==> src/rtl/str_stream_tokenizer.sv <==
// Streaming tokenizer: splits a byte stream on a programmable multi-byte delimiter,
// with quote protection, optional whitespace stripping and truncation flagging.
module str_stream_tokenizer #(
  parameter int MaxTokLen   = 32,
  parameter int MaxDelimLen = 4,
  parameter int CntW        = 16
) (
  input  logic                             clk_i,
  input  logic                             rst_ni,
  input  logic [MaxDelimLen*8-1:0]         cfg_delim_i,
  input  logic [$clog2(MaxDelimLen+1)-1:0] cfg_delim_len_i,
  input  logic                             cfg_strip_i,
  input  logic                             in_valid_i,
  output logic                             in_ready_o,
  input  logic [7:0]                       in_data_i,
  input  logic                             in_last_i,
  output logic                             out_valid_o,
  input  logic                             out_ready_i,
  output logic [7:0]                       out_data_o,
  output logic                             out_first_o,
  output logic                             out_last_o,
  output logic                             out_trunc_o,
  output logic                             out_eos_o,
  output logic [CntW-1:0]                  tok_count_o
);
  localparam int DLW = $clog2(MaxDelimLen + 1);
  localparam int LW  = $clog2(MaxTokLen + 1);
  localparam int IW  = $clog2(MaxTokLen);
  localparam int DIW = (MaxDelimLen > 1) ? $clog2(MaxDelimLen) : 1;
  localparam int HD  = (MaxDelimLen > 1) ? MaxDelimLen - 1 : 1;

  localparam logic [0:0] COLLECT = 1'b0;
  localparam logic [0:0] EMIT    = 1'b1;

  logic [0:0]                  state_q;
  logic [7:0]                  buf_q [MaxTokLen];
  logic [LW-1:0]               len_q, tok_len_q, rd_q;
  logic [MaxTokLen-1:0]        nws_q;
  logic                        trunc_q, eos_q, quote_q, active_q, strip_q;
  logic [HD-1:0][7:0]          hist_q;
  logic [MaxDelimLen-1:0][7:0] delim_q, delim_eff;
  logic [DLW-1:0]              dlen_q, dlen_eff;
  logic [CntW-1:0]             cnt_q;

  logic                        strip_eff, accept, ws, quote_nx, match;
  logic                        drop_lead, full, wr, ovf, tok_end;
  logic [MaxDelimLen-1:0][7:0] hist_sh;
  logic [LW-1:0]               len_nx, elen, dm1;
  logic [MaxTokLen-1:0]        nws_nx;

  // The first byte of a string sees the live config; later bytes the latched copy.
  assign delim_eff = active_q ? delim_q : cfg_delim_i;
  assign dlen_eff  = active_q ? dlen_q  : cfg_delim_len_i;
  assign strip_eff = active_q ? strip_q : cfg_strip_i;

  assign accept    = (state_q == COLLECT) && in_valid_i;
  assign ws        = strip_eff && (in_data_i == 8'h20 || in_data_i == 8'h09 || in_data_i == 8'h0A);
  assign quote_nx  = quote_q ^ (in_data_i == 8'h22);
  assign drop_lead = ws && (len_q == '0);
  assign full      = (len_q == LW'(MaxTokLen));
  assign wr        = accept && !match && !drop_lead && !full;
  assign ovf       = accept && !match && !drop_lead && full;
  assign tok_end   = accept && (match || in_last_i);
  assign dm1       = LW'(dlen_eff) - LW'(1);

  // hist_sh[0] is the incoming byte; older bytes follow at higher indices.
  always_comb begin
    hist_sh[0] = in_data_i;
    for (int i = 1; i < MaxDelimLen; i++) hist_sh[i] = hist_q[i-1];
  end

  always_comb begin
    logic [DIW-1:0] k;
    k     = '0;
    match = accept && !quote_nx && (dlen_eff != '0);
    for (int i = 0; i < MaxDelimLen; i++) begin
      k = DIW'(int'(dlen_eff) - 1 - i);
      if (i < int'(dlen_eff) && hist_sh[k] != delim_eff[i]) match = 1'b0;
    end
  end

  // nws tracks which stored positions hold non-whitespace; the emitted length
  // is the highest such position below the (possibly shortened) buffer length.
  always_comb begin
    len_nx = len_q;
    nws_nx = nws_q;
    if (match) begin
      len_nx = (len_q > dm1) ? len_q - dm1 : '0;
    end else if (wr) begin
      len_nx = len_q + LW'(1);
      nws_nx[len_q[IW-1:0]] = !ws;
    end
    elen = '0;
    for (int i = 0; i < MaxTokLen; i++)
      if (nws_nx[i] && i < int'(len_nx)) elen = LW'(i + 1);
  end

  always_ff @(posedge clk_i) begin
    if (wr) buf_q[len_q[IW-1:0]] <= in_data_i;
  end

  always_ff @(posedge clk_i) begin
    if (!rst_ni) begin
      state_q   <= COLLECT;
      len_q     <= '0;
      tok_len_q <= '0;
      rd_q      <= '0;
      nws_q     <= '0;
      trunc_q   <= 1'b0;
      eos_q     <= 1'b0;
      quote_q   <= 1'b0;
      active_q  <= 1'b0;
      strip_q   <= 1'b0;
      hist_q    <= '0;
      delim_q   <= '0;
      dlen_q    <= '0;
      cnt_q     <= '0;
    end else begin
      if (accept) begin
        quote_q <= in_last_i ? 1'b0 : quote_nx;
        hist_q  <= (match || in_last_i) ? '0 : hist_sh[HD-1:0];
        if (in_last_i) begin
          active_q <= 1'b0;
        end else if (!active_q) begin
          active_q <= 1'b1;
          delim_q  <= cfg_delim_i;
          dlen_q   <= cfg_delim_len_i;
          strip_q  <= cfg_strip_i;
        end
      end
      case (state_q)
        COLLECT: begin
          if (tok_end && elen != '0) begin
            state_q   <= EMIT;
            tok_len_q <= elen;
            rd_q      <= '0;
            eos_q     <= !match;
            trunc_q   <= trunc_q | ovf;
            len_q     <= len_nx;
            nws_q     <= nws_nx;
          end else if (tok_end) begin
            len_q   <= '0;
            nws_q   <= '0;
            trunc_q <= 1'b0;
          end else if (accept) begin
            len_q   <= len_nx;
            nws_q   <= nws_nx;
            trunc_q <= trunc_q | ovf;
          end
        end
        default: begin
          if (out_ready_i) begin
            if (out_last_o) begin
              cnt_q   <= cnt_q + CntW'(1);
              len_q   <= '0;
              nws_q   <= '0;
              trunc_q <= 1'b0;
              state_q <= COLLECT;
            end else begin
              rd_q <= rd_q + LW'(1);
            end
          end
        end
      endcase
    end
  end

  assign in_ready_o  = (state_q == COLLECT);
  assign out_valid_o = (state_q == EMIT);
  assign out_data_o  = out_valid_o ? buf_q[rd_q[IW-1:0]] : 8'h00;
  assign out_first_o = out_valid_o && (rd_q == '0);
  assign out_last_o  = out_valid_o && (rd_q == tok_len_q - LW'(1));
  assign out_trunc_o = out_last_o && trunc_q;
  assign out_eos_o   = out_last_o && eos_q;
  assign tok_count_o = cnt_q;
endmodule
==> config.mk <==
export PLATFORM = sky130hd
export DESIGN_NAME = str_stream_tokenizer
export DESIGN_NICKNAME = d
export VERILOG_FILES = /design/src/rtl/str_stream_tokenizer.sv
export SDC_FILE = /design/constraint.sdc
export NUM_CORES = 1
export LEC_CHECK = 0
export BUFFER_PORTS_ARGS = -buffer_cell sky130_fd_sc_hd__buf_4
export CORE_ASPECT_RATIO = 2
export CORE_UTILIZATION = 50
export CTS_CLUSTER_DIAMETER = 120
export CTS_CLUSTER_SIZE = 30
export DETAILED_ROUTE_END_ITERATION = 12
export PLACE_DENSITY = 0.75
export SETUP_SLACK_MARGIN = 0.2
export SYNTH_ARGS = -nofsm -noshare
export SYNTH_HDL_FRONTEND = slang
export SYNTH_SLANG_ARGS = --single-unit
==> constraint.sdc <==
create_clock -name clk_i -period 6.6 [get_ports clk_i]
set_input_delay 0.66 -clock clk_i [delete_from_list [all_inputs] [get_ports clk_i]]
set_output_delay 0.66 -clock clk_i [all_outputs]
set_load 0.1 [all_outputs]
# Word level (Yosys, flattened, before mapping)
# Memory sizes are Yosys's and may differ from the RTL's. A register that Yosys moved wholly into a read port is not among the register bits.
# Index checks and enable logic that the tools add are counted.
totals:
  ff_bits: 131
  latchBits: 0
  ramBits: 256
  mem_bits_ro: 0
  out_inout_bits: 30
  word_cells: 250
  mem_count: 1
memory_table:
  columns: ["name", "depth", "word_bits", "rd", "rd_clocked_by_memory_dff", "wr", "line_no", "source"]
  rows:
  - ["buf_q", 32, 8, 1, 1, 1, "36", "logic [7:0] buf_q [MaxTokLen];"]
op_classes:
  n_addsub: 10
  mul: 0
  div: 0
  magnitude_cmp: 43
  eq_ne: 13
  n_shift: 0
  muxes: 89
  bitwise_logic: 4
  n_reduce_logical: 71
op_table:
  columns: ["operator", "count"]
  rows:
  - ["$mux 32", 9]
  - ["$mux 6", 44]
  - ["$lt 5x6->1 const A", 16]
  - ["$bmux 8 s2", 4]
  - ["$logic_and 1x1->1", 52]
  - ["$lt 4x6->1 const A", 8]
  - ["$mux 8", 5]
  - ["$bwmux 32", 1]
  - ["$ne 8x8->1", 4]
  - ["$lt 3x6->1 const A", 4]
  - ["$mux 24", 1]
  - ["$mux 1", 21]
  - ["$add 16x1->16 const B", 1]
  - ["$eq 8x4->1 const B", 2]
  - ["$eq 8x6->1 const B", 2]
  - ["$add 6x1->6 const B", 2]
  - ["$logic_not 6->1", 2]
  - ["$lt 1x6->1 const A", 2]
  - ["$lt 2x3->1 const B", 4]
  - ["$lt 2x6->1 const A", 2]
  - ["$mux 5", 2]
  - ["$reduce_and 3->1", 3]
  - ["$eq 6x6->1", 1]
  - ["$eq 6x6->1 const B", 1]
  - ["other kinds (23)", 37]

# Longest topological paths before layout
# Gate-level depths: netlist of run 1.
depth:
  ltp_word: 56
  ltp_mapped: 26

# Worst setup path after synthesis of run 1
# Ideal clock, no wire load.
synth_path:
  path_kind: "register -> output"
  from: "register state_q, in the netlist out_valid_o"
  to: "output port out_eos_o"
  arrival_ns: 6.016
  slack_ns: -0.076
  stages_incl_launch_ff: 5
  path_cell_list: "dfxtp_1 inv_1 clkbuf_1 nor4_1 and2_1"
synth_between:
  elab_chain_len: 2
synth_rtl:
  columns: ["element", "line_no", "source"]
  rows:
  - ["start: declaration", "35", "logic [0:0] state_q;"]
  - ["start signal: assignment", "104", "state_q <= COLLECT;"]
  - ["start signal: assignment", "134", "state_q <= EMIT;"]
  - ["start signal: assignment", "158", "state_q <= COLLECT;"]
  - ["$logic_and 1x1->1", "172", "assign out_last_o = out_valid_o && (rd_q == tok_len_q - LW'(1));"]
  - ["net out_last_o", "21", "output logic out_last_o,"]
  - ["$logic_and 1x1->1", "174", "assign out_eos_o = out_last_o && eos_q;"]
  - ["end: declaration", "23", "output logic out_eos_o,"]
# The timed path passes the listed nets, and every way through them passes these cells.

# Worst setup path in the final report of run 1
layout_path:
  from: "register active_q"
  to: "register nws_q[19]"
layout_between:
  elab_chain_len: 54
  word_cells_on_any_way: 156
layout_rtl:
  columns: ["element", "line_no", "source"]
  rows:
  - ["start: declaration", "39", "logic trunc_q, eos_q, quote_q, active_q, strip_q;"]
  - ["start signal: assignment", "112", "active_q <= 1'b0;"]
  - ["start signal: assignment", "123", "active_q <= 1'b0;"]
  - ["start signal: assignment", "125", "active_q <= 1'b1;"]
  - ["$mux 3", null, null]
  - ["$sub 2x1->2", "77", "k = DIW'(int'(dlen_eff) - 1 - i);"]
  - ["$sub 2x2->2 or $bmux 8 s2 (tied branches)", "77, 78", null]
  - ["$bmux 8 s2 or $mux 8 (tied branches)", "78", "if (i < int'(dlen_eff) && hist_sh[k] != delim_eff[i]) match = 1'b0;"]
  - ["$mux 8 (not written as such) or $ne 8x8->1 (tied branches)", "78", null]
  - ["$ne 8x8->1 or $logic_and 1x1->1 (tied branches)", "78", null]
  - ["$logic_and 1x1->1 or $mux 1 (tied branches)", "78", null]
  - ["$mux 1 (3 in series)", "78", null]
  - ["[... 6 more ...]", null, null]
  - ["$lt 1x6->1", "95", "if (nws_nx[i] && i < int'(len_nx)) elen = LW'(i + 1);"]
  - ["$logic_and 1x1->1", "95", null]
  - ["$mux 1", "95", null]
  - ["$mux 6 (31 in series)", "95", null]
  - ["$reduce_bool 6->1", "133", "if (tok_end && elen != '0) begin"]
  - ["$logic_and 1x1->1", "133", null]
  - ["$reduce_bool 4->1 (no source line) or $mux 32 (tied branches)", null, null]
  - ["$reduce_and 3->1 (no source line) or $mux 32 (tied branches)", null, null]
  - ["end signal: assignment", "140", "nws_q <= nws_nx;"]
  - ["end signal: assignment", "147", "nws_q <= nws_nx;"]
  - ["end: declaration", "38", "logic [MaxTokLen-1:0] nws_q;"]
# Several ways; a longest one is shown, not always the timed one. The select of a mux whose other input is x is not followed.
# A chain may end at the register's enable or synchronous reset.

==> results.json, run 1 <==
{
  "stdcell_area_sq_um": 21700,
  "worst-endpoint-required_ns": 7.01,
  "hpwl_um": 42600,
  "crit_slowest_cell": "nor4_2",
  "die_y_um": 281,
  "yosysTopAreaCell": "edfxtp_1",
  "grt_pass1_vias": 14300,
  "final_cells": 2209,
  "port_buffers": 78,
  "path_cells": "buf_4 > mux2_2 > inv_1 > buf_4 > nand3_1 > buf_4 > ha_1 > inv_1 > nor2_1 > nor4_1 > o21a_1 > o2111ai_1 > nor4_2 > buf_4 > a21oi_1 > a2bb2oi_1 > o31ai_1 > nand3_1 > a2111oi_4 > a41oi_2 > buf_4 > a221oi_1 > nor2_1",
  "yosys_most_used_dff": "edfxtp_1",
  "critPathKind": "flop to flop",
  "dp.cells": 2180,
  "maxCapViolCount": 0,
  "critPathBufInv": 7,
  "timing.final.crit_share_pct": 90.9,
  "final_util_pct": 56.9,
  "core-area_sq_um": 38200,
  "synth_top_cells_by_count": "256 x edfxtp_1, 138 x nand2_1, 136 x dfxtp_1",
  "yosysSeqAreaShare_pct": 53.5,
  "async_reset_ff_share_pct": 0,
  "vias": 14000,
  "dr.pass1.iters": 7,
  "p_leak_nw": 7.15,
  "viasPerCell": 6.32,
  "tns_ns": 0,
  "rsz0062_at_grt": "false",
  "gp_congestion": 1.07,
  "ctsHoldBuffers": 0,
  "crit_path_max_incr_delay_ns": 0.50,
  "cts_made_buffers": 17,
  "yosysMostFrequentCell": "edfxtp_1",
  "tightest_slew_ns": 1.15,
  "arrival_ns": 6.42,
  "grt_pass1_wl_um": 86800,
  "cts_sinks": 392,
  "drtIter0Drc": 1145,
  "yosysWarnings": 0,
  "synth-edff-count": 256,
  "ir_drop_mv": 0.234,
  "cts_htree_levels": 1,
  "drv_slew": 0,
  "placed_area_sq_um": 21200,
  "syn-cell-area_sq_um": 19500,
  "worstSetupStartpointType": "flop",
  "whs_ns": 0.334,
  "cts_tree": "built",
  "worstHoldPathType": "input port to flop",
  "postSynthNetCount": 1640,
  "finalSetupViolCount": 0,
  "drive_above_1_share_pct": 21.5,
  "finalHoldViolations": 0,
  "fin_nets": 1752,
  "relSlewSlack_pct": 23.4,
  "io_pins": 79,
  "rows": 101,
  "power.density_nw_per_um2": 205,
  "wl_um": 58400,
  "clkSlewWorstSetupHoldPaths_ns": 0.13,
  "start_util_pct": 51.0,
  "grt_max_degree": 90,
  "drt-wirelength-per-cell_um": 26.4,
  "synth.distinct_cells": 83,
  "worstPathMaxFanout": 13,
  "status": "finished, final reports clean",
  "postRouteAntennaNets": 0,
  "area_delta_synth_final_pct": 11.6,
  "synth_area_leaders": "edfxtp_1 39%, dfxtp_1 14%, mux4_2 11%, mux2i_1 5.0%, nand2_1 2.7%",
  "critPathTopFamily": "compound AO/OA/AOI/OAI gates",
  "num-fill-cells": 3191,
  "globalRoute.totalOverflow": 0,
  "syn_avg_cell_area_sq_um": 12.4,
  "cts_root_buf": "clkbuf_16",
  "insertion_delay_ns": 0.56,
  "die_width_um": 142,
  "synthCells": 1572,
  "yosysTopAreaCellShare_pct": 39.5,
  "die-area_sq_um": 39800,
  "finClkSkew_ns": 0.0688,
  "antenna_found_initial": 1,
  "drcViolationCount": 0,
  "layout_min_cycle_time_ns": 6.00,
  "path_common_cell": "buf_4",
  "clockBufferDepth": 3,
  "ys_ff_latch": 392,
  "critPathCaptureType": "flop",
  "fmax_mhz": 167,
  "grt_usage_pct": 30.1
}
-- through the flow --
stage | setup WS, ns | total power [mW]
after global placement | 0.370 | 3.23
after detailed placement | 0.225 | 3.24
after CTS | 0.475 | 4.45
final | 0.599 | 4.45
after global routing | 0.203 | 4.57
after floorplan | 0.309 | 3.03
-- per-layer routing --
metal / share of wire [%] / global-route usage [%] / vias up / routed length, um
li1: - / - / 6253 / -
met1: 32 / 29.2 / 6898 / 18700
met2: 54 / 56.0 / 588 / 31500
met3: 4.8 / 3.97 / 230 / 2810
met4: 9.3 / 24.5 / 0 / 5440
met5: 0 / 0 / - / 0
-- power breakdown --
group / switching, mW / internal [mW]
Clock: 0.756 / 0.502
Combinational: 0.342 / 0.200
Sequential: 0.0200 / 2.63
Total: 1.12 / 3.33
-- cells in the final DEF (no fill, tap or decap), drive strengths merged, types with 10 or more instances in the layout --
master and n:
nor3 31, edfxtp 256, nor4 11, clkbuf 26, mux2 10, mux2i 99
buf 194, a211oi 26, xnor2 22, and3 11, ha 18, nor2 115
inv 25, xor2 50, a21oi 86, nand4 19, and2 12, dfxtp 136
o22ai 26, mux4 98, o21ai 52, nand2 138, nand3 50, a22oi 34
-- worst min-delay path, stage by stage --
cell and delay [ns]:
buf_4 0.11, nand2_1 0.05, a21oi_1 0.05
-- state kept, by name, summed over array words and instances, names as in the netlist, 6 cells and up, named ones only --
name	count
buf_q	256
delim_q	32
nws_q	32
hist_q	24
tok_count_o	16
len_q	6
rd_q	6
tok_len_q	6
-- kinds of logic (layout without fill, tap and decap cells) --
family	count (synthesis)	in the layout	synth area share, %
AOI/OAI and AO/OA	312	312	11.1
xor gates and xnor gates	72	72	3.24
adders and majority gates	19	19	1.26
buffers and inverters	125	246	2.93
DFF	392	392	53.5
muxes	207	207	17.1
other	0	1	0
and+or+nand+nor	445	445	10.9
-- repair_timing --
| item | 4_1_cts | 5_1_grt |
|---|---|---|
| setup buffers | 0 | 0 |
| endpoints found under the setup margin | 0 | 57 |
| resized for setup | 0 | 7 |
-- final cells by class --
cell class | instances | area, sq um | share of cell area [%]
antenna | 1 | 2.50 | 0.0115
clock buffer | 26 | 459 | 2.11
clock inverter | 2 | 38.8 | 0.178
inverter | 24 | 92.6 | 0.426
multi-input combinational | 1055 | 8550 | 39.4
sequential | 392 | 10400 | 47.9
tap | 515 | 644 | 2.97
timing repair buffer | 194 | 1520 | 7.01
-- final timing paths --
kind / from / endpoint / slack [ns] / cells past startpoint
setup / recovery: active_q / nws_q[19] / 0.60 / 23
hold / removal: cfg_delim_i[8] / delim_q[8] / 0.33 / 3
setup reg to reg: active_q / nws_q[19] / 0.60 / 23
hold reg to reg: delim_q[19] / delim_q[19] / 0.46 / 2
No activity file was read; power rests on OpenSTA's default activity.
==> run 2, diff against run 1 <==
--- a/config.mk
+++ b/config.mk
@@ -7,11 +7,11 @@
 export LEC_CHECK = 0
 export BUFFER_PORTS_ARGS = -buffer_cell sky130_fd_sc_hd__buf_4
 export CORE_ASPECT_RATIO = 2
-export CORE_UTILIZATION = 50
+export CORE_UTILIZATION = 55
 export CTS_CLUSTER_DIAMETER = 120
 export CTS_CLUSTER_SIZE = 30
 export DETAILED_ROUTE_END_ITERATION = 12
-export PLACE_DENSITY = 0.75
+export PLACE_DENSITY = 0.81
 export SETUP_SLACK_MARGIN = 0.2
 export SYNTH_ARGS = -nofsm -noshare
 export SYNTH_HDL_FRONTEND = slang
==> results.json, run 2 (synthesized netlist as in run 1, its figures left out) <==
{
  "status": "finished, final reports clean",
  "holdCritStartpoint": "cfg_delim_i[29]",
  "worstSetupStartpointType": "flop",
  "tightest_slew_ns": 1.34,
  "worst-endpoint-required_ns": 7.04,
  "drtIter0Drc": 1122,
  "cts_made_buffers": 17,
  "final_cell_mix": "256 x edfxtp_1, 186 x buf_4, 138 x nand2_1",
  "final_util_pct": 61.9,
  "tns_ns": 0,
  "worstHoldPathType": "input port to flop",
  "clkSlewWorstSetupHoldPaths_ns": 0.12,
  "gp_congestion": 1.08,
  "core-area_sq_um": 35000,
  "rrSetupSlack_ns": 0.53,
  "cts_sinks": 392,
  "fin_nets": 1749,
  "viasPerCell": 6.57,
  "layout_min_cycle_time_ns": 6.07,
  "critPathKind": "flop to flop",
  "critPathBufInv": 4,
  "die_y_um": 268,
  "num-fill-cells": 2737,
  "cts_tree": "built",
  "arrival_ns": 6.51,
  "cts_htree_levels": 1,
  "p_leak_nw": 7.12,
  "power.density_nw_per_um2": 205,
  "io_pins": 79,
  "worstPathMaxFanout": 47,
  "crit_path_max_incr_delay_ns": 0.74,
  "clockBufferDepth": 3,
  "relSlewSlack_pct": 10.4,
  "timing.rr.end": "nws_q[0]",
  "finalSetupViolCount": 0,
  "start_util_pct": 55.7,
  "insertion_delay_ns": 0.54,
  "rsz0062_at_grt": "false",
  "drcViolationCount": 0,
  "regArea_sq_um": 10400,
  "drive_above_1_share_pct": 21.5,
  "wl_um": 57000,
  "fmax_mhz": 165,
  "postRouteAntennaNets": 0,
  "hold_path_end": "delim_q[29]",
  "crit_slowest_cell": "a21oi_2",
  "critPathCaptureType": "flop",
  "port_buffers": 78,
  "use_met3_pct": 4.55,
  "grt_pass1_vias": 14400,
  "largest_register_ffs": 256,
  "finClkSkew_ns": 0.0329,
  "die_width_um": 135,
  "ctsHoldBuffers": 0,
  "drt-wirelength-per-cell_um": 26.7,
  "ir_drop_mv": 0.233,
  "cts_root_buf": "clkbuf_16",
  "critPathLaunch": "active_q",
  "dp.cells": 2105,
  "grt-busiest-layer": "met2",
  "finalHoldViolations": 0,
  "multiInputGateArea_sq_um": 8570,
  "area_delta_synth_final_pct": 11.0,
  "maxCapViolCount": 0,
  "worstHoldPathCells": 3,
  "final_cells": 2135,
  "rows": 97,
  "hpwl_um": 40700,
  "timing.final.crit_share_pct": 91.9,
  "globalRoute.totalOverflow": 0,
  "grt_max_degree": 96,
  "drv_slew": 0,
  "critPathTopFamily": "compound AO/OA/AOI/OAI gates",
  "grt_usage_pct": 32.5,
  "mostFrequentLayoutCell": "edfxtp_1",
  "grt_pass1_wl_um": 85600,
  "vias": 14000,
  "use_met2_pct": 59.4,
  "antennaDiodeCount": 0,
  "rr_worst_depth": 21,
  "path_cells": "mux2i_2 > ha_4 > buf_4 > mux2i_1 > mux2i_1 > xnor2_1 > a2111oi_0 > and4_1 > o21a_1 > buf_12 > a21oi_2 > mux2i_1 > o2bb2ai_1 > nor4_1 > nand3_1 > a2111oi_4 > buf_4 > a41o_1 > buf_4 > nor2_1 > a32o_1",
  "die-area_sq_um": 36200,
  "r2r-start": "active_q",
  "grt.met1_usage_pct": 32.1,
  "antenna_found_initial": 0,
  "dr.pass1.iters": 5
}
run 2: cell types whose count changed in the layout (fill, tap and decap cells not counted), sizes merged:
cell | previous run | this run
buf | 194 | 191
clkbuf | 26 | 27
diode | 1 | 0
inv | 25 | 24
run 2: worst max path at each step:
stage                            to  cells past startpoint
after detailed placement    rd_q[1]                     21
after global placement         flop                     21
final                      nws_q[0]                     21
after global routing      nws_q[19]                     21
after CTS                  nws_q[4]                     20
after floorplan            nws_q[5]                     25
run 2: power by group:
group	internal, mW	switching [mW]	total [mW]
Sequential	2.63	0.0224	2.65
Combinational	0.200	0.343	0.542
Clock	0.501	0.745	1.25
Total	3.33	1.11	4.44
run 2: routing by layer:
layer	part of all wire, %	vias to the layer above	wire length, um
li1	-	6250	-
met1	32	6894	18300
met2	53	644	30200
met3	5.3	248	3010
met4	9.5	0	5410
met5	0	-	0
run 2: final cells by class:
| cell class | instances | share of cell area, % |
|---|---|---|
| tap | 445 | 2.58 |
| sequential | 392 | 48.2 |
| clock buffer | 27 | 2.14 |
| clock inverter | 1 | 0.139 |
| multi-input combinational | 1055 | 39.7 |
| inverter | 24 | 0.428 |
| timing repair buffer | 191 | 6.88 |
run 2: what timing repair did:
| action | CTS | global route |
|---|---|---|
| buffers inserted | 0 | 2 |
| setup endpoints to repair | 0 | 58 |
| gates resized for setup | 0 | 10 |
run 2: per-stage QoR:
stage | setup slack (ns) | hold WS, ns | instance area [sq um] | total power, mW
global route | 0.198 | 0.361 | 21600 | 4.56
global placement | 0.119 | 0.440 | 21100 | 3.22
CTS | 0.204 | 0.350 | 21600 | 4.44
finish | 0.534 | 0.353 | 21600 | 4.44
floorplan | 0.309 | 0.424 | 19500 | 3.03
detailed placement | -0.0317 | 0.446 | 21100 | 3.23
run 2: tightest hold or removal path, delay by kind of cell:
kind	cells	cell delay, ns
buffers and inverters	1	0.11
AOI/OAI and AO/OA	1	0.05
and+or+nand+nor	1	0.05
